<file path="config.mk">
export PLATFORM = sky130hd
export DESIGN_NAME = compute_issue_decode
export DESIGN_NICKNAME = d
export VERILOG_FILES = /design/src/rtl/compute_issue_decode.sv
export SDC_FILE = /design/constraint.sdc
export NUM_CORES = 1
export LEC_CHECK = 0
export CAP_MARGIN = 0
export CELL_PAD_IN_SITES_DETAIL_PLACEMENT = 1
export CELL_PAD_IN_SITES_GLOBAL_PLACEMENT = 1
export CORE_ASPECT_RATIO = 1.1
export CORE_UTILIZATION = 30
export CTS_BUF_LIST = sky130_fd_sc_hd__clkbuf_16
export DETAILED_ROUTE_END_ITERATION = 6
export PLACE_DENSITY_LB_ADDON = 0.1
export SLEW_MARGIN = 15
export SYNTH_ARGS = -nofsm -noshare
export SYNTH_HDL_FRONTEND = slang
export SYNTH_SLANG_ARGS = --single-unit
</file>
<file path="constraint.sdc">
create_clock -name clk -period 6.6 [get_ports clk]
set_input_delay 1.65 -clock clk [delete_from_list [all_inputs] [get_ports clk]]
set_output_delay 1.65 -clock clk [all_outputs]
set_load 0.02 [all_outputs]
</file>
<file path="src/rtl/compute_issue_decode.sv">
// Decode/issue stage for the compute datapath: handshaked instruction intake, decode,
// register scoreboard with RAW/WAW stalls. Optional PADDSB opcode via COMPUTE_DEC_PADDSB_EN.
module compute_issue_decode #(
  parameter int NREG = 16,
  parameter int AW   = $clog2(NREG)
) (
  input  logic            clk,
  input  logic            rst,
  input  logic            in_valid,
  output logic            in_ready,
  input  logic [15:0]     in_instr,
  output logic            out_valid,
  input  logic            out_ready,
  output logic [2:0]      out_alu_op,
  output logic            out_sub,
  output logic            out_pad,
  output logic [1:0]      out_shmode,
  output logic [AW-1:0]   out_rd,
  output logic [AW-1:0]   out_rs,
  output logic [AW-1:0]   out_rt,
  output logic [3:0]      out_imm,
  output logic [2:0]      out_flag_wr,
  input  logic            wb_valid,
  input  logic [AW-1:0]   wb_rd,
  output logic            ill_op,
  output logic [NREG-1:0] busy
);

  logic [3:0]      opc;
  logic [AW-1:0]   dec_rd;
  logic [AW-1:0]   dec_rs;
  logic [AW-1:0]   dec_rt;
  logic [2:0]      dec_alu;
  logic            dec_sub;
  logic [1:0]      dec_shmode;
  logic [3:0]      dec_imm;
  logic [2:0]      dec_flag;
  logic            uses_rt;
  logic            illegal;
`ifdef COMPUTE_DEC_PADDSB_EN
  logic            dec_pad;
  logic            pad_q;
`endif

  logic            out_valid_q, out_valid_d;
  logic [2:0]      alu_op_q;
  logic            sub_q;
  logic [1:0]      shmode_q;
  logic [AW-1:0]   rd_q, rs_q, rt_q;
  logic [3:0]      imm_q;
  logic [2:0]      flag_q;
  logic            ill_op_q;
  logic [NREG-1:0] busy_q, busy_d;
  logic [NREG-1:0] set_vec, clr_vec;

  logic            slot_free;
  logic            hazard;
  logic            accept;
  logic            issue;

  assign opc    = in_instr[15:12];
  assign dec_rd = in_instr[8 +: AW];
  assign dec_rs = in_instr[4 +: AW];

  always_comb begin
    dec_alu    = opc[2:0];
    dec_sub    = 1'b0;
    dec_shmode = 2'd0;
    dec_rt     = in_instr[0 +: AW];
    dec_imm    = 4'd0;
    dec_flag   = 3'b001;
    uses_rt    = 1'b1;
    illegal    = opc[3];
`ifdef COMPUTE_DEC_PADDSB_EN
    dec_pad    = 1'b0;
`endif
    case (opc)
      4'd0: dec_flag = 3'b111;
      4'd1: begin
        dec_sub  = 1'b1;
        dec_flag = 3'b111;
      end
      4'd3: dec_flag = 3'b000;
      // Shifts: low opcode bits map directly onto the shifter mode; rt field is the amount.
      4'd4, 4'd5, 4'd6: begin
        dec_shmode = opc[1:0];
        dec_rt     = '0;
        dec_imm    = in_instr[3:0];
        uses_rt    = 1'b0;
      end
      4'd7: begin
`ifdef COMPUTE_DEC_PADDSB_EN
        dec_pad  = 1'b1;
        dec_flag = 3'b111;
`else
        illegal  = 1'b1;
`endif
      end
      default: ;
    endcase
  end

  // Illegal words bypass the hazard check: they are dropped, so they never touch registers.
  assign slot_free = !out_valid_q | out_ready;
  assign hazard    = busy_q[dec_rs] | (uses_rt & busy_q[dec_rt]) | busy_q[dec_rd];
  assign in_ready  = slot_free & (illegal | !hazard);
  assign accept    = in_valid & in_ready;
  assign issue     = accept & !illegal;

  genvar gi;
  generate
    for (gi = 0; gi < NREG; gi++) begin : g_sb
      if (gi == 0) begin : g_zero
        assign set_vec[gi] = 1'b0;
        assign clr_vec[gi] = 1'b0;
        assign busy_d[gi]  = 1'b0;
      end else begin : g_reg
        assign set_vec[gi] = issue & (dec_rd == AW'(gi));
        assign clr_vec[gi] = wb_valid & (wb_rd == AW'(gi));
        // Set wins over a same-cycle writeback of the same register.
        assign busy_d[gi]  = set_vec[gi] | (busy_q[gi] & !clr_vec[gi]);
      end
    end
  endgenerate

  always_comb begin
    out_valid_d = out_valid_q;
    if (issue) begin
      out_valid_d = 1'b1;
    end else if (out_ready) begin
      out_valid_d = 1'b0;
    end
  end

  always_ff @(posedge clk) begin
    if (rst) begin
      out_valid_q <= 1'b0;
      alu_op_q    <= '0;
      sub_q       <= 1'b0;
      shmode_q    <= '0;
      rd_q        <= '0;
      rs_q        <= '0;
      rt_q        <= '0;
      imm_q       <= '0;
      flag_q      <= '0;
      ill_op_q    <= 1'b0;
      busy_q      <= '0;
`ifdef COMPUTE_DEC_PADDSB_EN
      pad_q       <= 1'b0;
`endif
    end else begin
      out_valid_q <= out_valid_d;
      ill_op_q    <= accept & illegal;
      busy_q      <= busy_d;
      if (issue) begin
        alu_op_q <= dec_alu;
        sub_q    <= dec_sub;
        shmode_q <= dec_shmode;
        rd_q     <= dec_rd;
        rs_q     <= dec_rs;
        rt_q     <= dec_rt;
        imm_q    <= dec_imm;
        flag_q   <= dec_flag;
`ifdef COMPUTE_DEC_PADDSB_EN
        pad_q    <= dec_pad;
`endif
      end
    end
  end

  assign out_valid   = out_valid_q;
  assign out_alu_op  = alu_op_q;
  assign out_sub     = sub_q;
  assign out_shmode  = shmode_q;
  assign out_rd      = rd_q;
  assign out_rs      = rs_q;
  assign out_rt      = rt_q;
  assign out_imm     = imm_q;
  assign out_flag_wr = flag_q;
  assign ill_op      = ill_op_q;
  assign busy        = busy_q;
`ifdef COMPUTE_DEC_PADDSB_EN
  assign out_pad     = pad_q;
`else
  assign out_pad     = 1'b0;
`endif

endmodule

</file>
==> results of run 1 <==
[cells in the final DEF (no fill, tap or decap), drive strengths merged, types with 6 or more instances in the layout]
master / n
o21ai: 10
nand3: 19
mux4: 6
nand2b: 6
nand2: 43
inv: 6
mux2: 6
nor3: 7
o31ai: 7
nor2b: 10
mux2i: 22
a21oi: 7
dfxtp: 41
clkdlybuf4s50: 67
buf: 8
o211ai: 10
[state kept, by name, summed over array words and instances, names as in the netlist]
signal,flops
out_shmode,2
out_sub,1
out_alu_op,3
out_valid,1
ill_op,1
busy,15
out_rt,4
out_rs,4
out_flag_wr,2
out_rd,4
out_imm,4
[power groups by stage]
stage	registers (mW)	logic, mW	clock network, mW
floorplan	0.271	0.0499	0
global placement	0.264	0.104	0
detailed placement	0.264	0.105	0
CTS	0.258	0.105	0.235
global route	0.259	0.113	0.244
finish	0.258	0.104	0.229
[synthesized netlist by cell type (all sizes together), types with 7 or more instances]
cell type	count
nor3	7
nor2b	10
clkbuf	12
nand3	19
buf	8
o21ai	10
o211ai	10
nand2	43
mux2i	22
dfxtp	41
a21oi	7
o31ai	7
[per-layer routing]
metal	up-vias	track usage (%)	share of wire (%)	wire length, µm
li1	1053	-	-	-
met1	1049	23.1	44	3300
met2	57	35.3	50	3730
met3	7	3.34	4.5	335
met4	0	4.86	1.2	89
met5	-	0	0	0
[kinds of logic (layout without fill, tap and decap cells)]
logic type	Yosys count	count (layout)	share of synthesized area (%)
simple gates	98	98	20.9
compound gates	55	55	18.8
flops	41	41	35.5
mux	34	34	18.6
buf+inv	26	87	6.11
other cells	1	2	0.162
[layout make-up]
type / count / share of cell area (%)
clock inverters: 1 / 0.157
repair buffers: 75 / 22.9
clock buffers: 5 / 3.92
inverters: 6 / 0.706
flip-flops and latches: 41 / 25.7
multi-input cells: 189 / 42.5
well taps: 105 / 4.12
[path summary, 6_finish.rpt]
kind | start | to | slack, ps | depth (start not counted)
worst max-delay path | in_instr[6] | in_ready | 350 | 8
worst min-delay path | out_rt[1]$_SDFFE_PP0P_ | out_rt[1]$_SDFFE_PP0P_ | 460 | 2
worst max register to register | busy[7]$_SDFF_PP0_ | out_rt[0]$_SDFFE_PP0P_ | 3810 | 6
worst min register to register | out_rt[1]$_SDFFE_PP0P_ | out_rt[1]$_SDFFE_PP0P_ | 460 | 2
[worst reg2reg max path: cells and delay by family, from the launching register on]
kind / cells / cell delay, ps
mux: 3 / 1070
compound gates: 2 / 1060
flops: 1 / 360
simple gates: 1 / 220
==> key figures, run 1 <==
Status
  • Outcome: complete, no violations

Final layout
  • # nets final: 343
  • Layout area overhead: 37.9%
  • Layout cell share with drive strength beyond 1: 10.4%
  • Storage cell area: 821 µm²
  • Filler Cell Count: 873
  • Antenna diodes: 0
  • Final instance area: 3190 µm²
  • Multi-input logic area: 1360 µm²
  • Fin cells: 422
  • Final core utilization: 42.7%

Worst setup path
  • Critical Path RT: 4950 ps
  • Critical Path Fanout Max: 5
  • Cell mode on critical path: clkdlybuf4s50_1
  • Crit path cell chain: clkdlybuf4s50_1 > mux4_1 > mux2_2 > a22o_1 > nor3_4 > o21ai_0 > a21boi_0 > clkdlybuf4s50_1
  • Setup CP Type: input port to output port
  • CP max stage cell: clkdlybuf4s50_1
  • Critical Path Sink Type: output port
  • Arr. time, crit path: 4600 ps
  • CP delay by family, top: buffers and inverters
  • Worst setup SP type: input port
  • CP bufs+invs: 2
  • CP peak stage delay: 640 ps

Synth
  • FFs w/ async S/R, synth: 0%
  • Unique masters post-synth: 45
  • Synth warn: 0
  • Cell taking the most area after synthesis: dfxtp_1
  • Mapped cell area: 2310 µm²
  • Top cell type's share of synthesized area: 35.5%
  • Sequential cell area fraction in the yosys report: 35.5%
  • #FFs+latches synth: 41
  • Synth area leaders: dfxtp_1, mux2i_1, nand2_1, nand3_1, mux4_2
  • Syn Area/Cell: 9.07 µm²
  • Gate Count Post-Synth: 255
  • Post-synth EDFFs: 0
  • Ys flop type: dfxtp_1

Clock network
  • Clk buf depth: 2
  • CTS tree: yes
  • CTS buffer count: 5
  • CTS sink count: 41
  • Post-cts resize count: 0
  • Cts hold-fix bufs: 0
  • Root Buffer Master: clkbuf_16
  • H-Tree Depth: 2
  • Post-CTS Repair Setup Buffers: 0
  • Worst-Skew Late Latency: 280 ps
  • Clk slew on worst S/H paths: 60 ps

Timing
  • Hold slack: 459 ps
  • Final Hold Viols: 0
  • PnR worst setup slack: 346 ps
  • Fin. max-slew vios: 0
  • Clock skew: 5.93 ps
  • Tmin final: 6250 ps
  • Post-Route Setup TNS: 0 ps
  • Worst rel slew slack: 36.7%
  • RSZ-0062 raised after global routing: no
  • Final setup fails: 0
  • Max frequency: 160 MHz
  • Final cycle utilization of the critical path: 94.8%
  • Worst-Margin Slew: 949 ps

Routing
  • Vias per cell: 5.13
  • DR WL/cell: 17.6 µm
  • DR iter-0 viols: 40
  • Antenna viol nets, final: 0
  • Pre-antenna DRT Iters: 4
  • Final WL: 7.45 mm
  • Via count: 2166
  • DRC viols: 0

Floorplan
  • Die area: 8070 µm²
  • Starting Density: 31.0%
  • Std cell rows: 33
  • Die Wd: 85.7 µm
  • Die height: 94.1 µm
  • # IOs: 70
  • Core ar.: 7470 µm²

Placement
  • Port bufs: 67
  • GP Congestion: 0.850
  • DP HPWL: 5.63 mm
  • Dpl cell area: 3060 µm²
  • Post-Place Cells: 416
  • Pre-CTS setup slack: 380 ps

GRT
  • First-pass GRT wire length: 12.1 mm
  • Vias in the first global route: 2296
  • Largest net degree at the start of global routing: 32
  • Initial antenna violation count: 0
  • Total track usage: 19.2%
  • GRT Residual Overflow: 0

Power and ir drop
  • Sw Share: 26.4%
  • P_leak: 1.11 nW
  • Power Density: 185 nW/µm²
  • Sequential power share: 43.7%
  • Clk pwr share: 38.7%
  • Int Pwr: 0.435 mW
  • Final Total Pwr: 0.591 mW
  • IR drop worst, VDD: 0.0992 mV
  • Psw: 0.156 mW
  • Comb power frac: 17.6%

Job
  • Max_cap viols: 0

Hold path
  • Worst hold path class: flop to flop
Power figures use the tool's default switching activity.
==> run 2, diff against run 1 <==
--- a/config.mk
+++ b/config.mk
@@ -12,6 +12,7 @@
 export CORE_UTILIZATION = 30
 export CTS_BUF_LIST = sky130_fd_sc_hd__clkbuf_16
 export DETAILED_ROUTE_END_ITERATION = 6
+export HOLD_SLACK_MARGIN = 0.15
 export PLACE_DENSITY_LB_ADDON = 0.1
 export SLEW_MARGIN = 15
 export SYNTH_ARGS = -nofsm -noshare
==> results of run 2 <==
No change in the layout: final DEF, timing and power equal those of run 1.
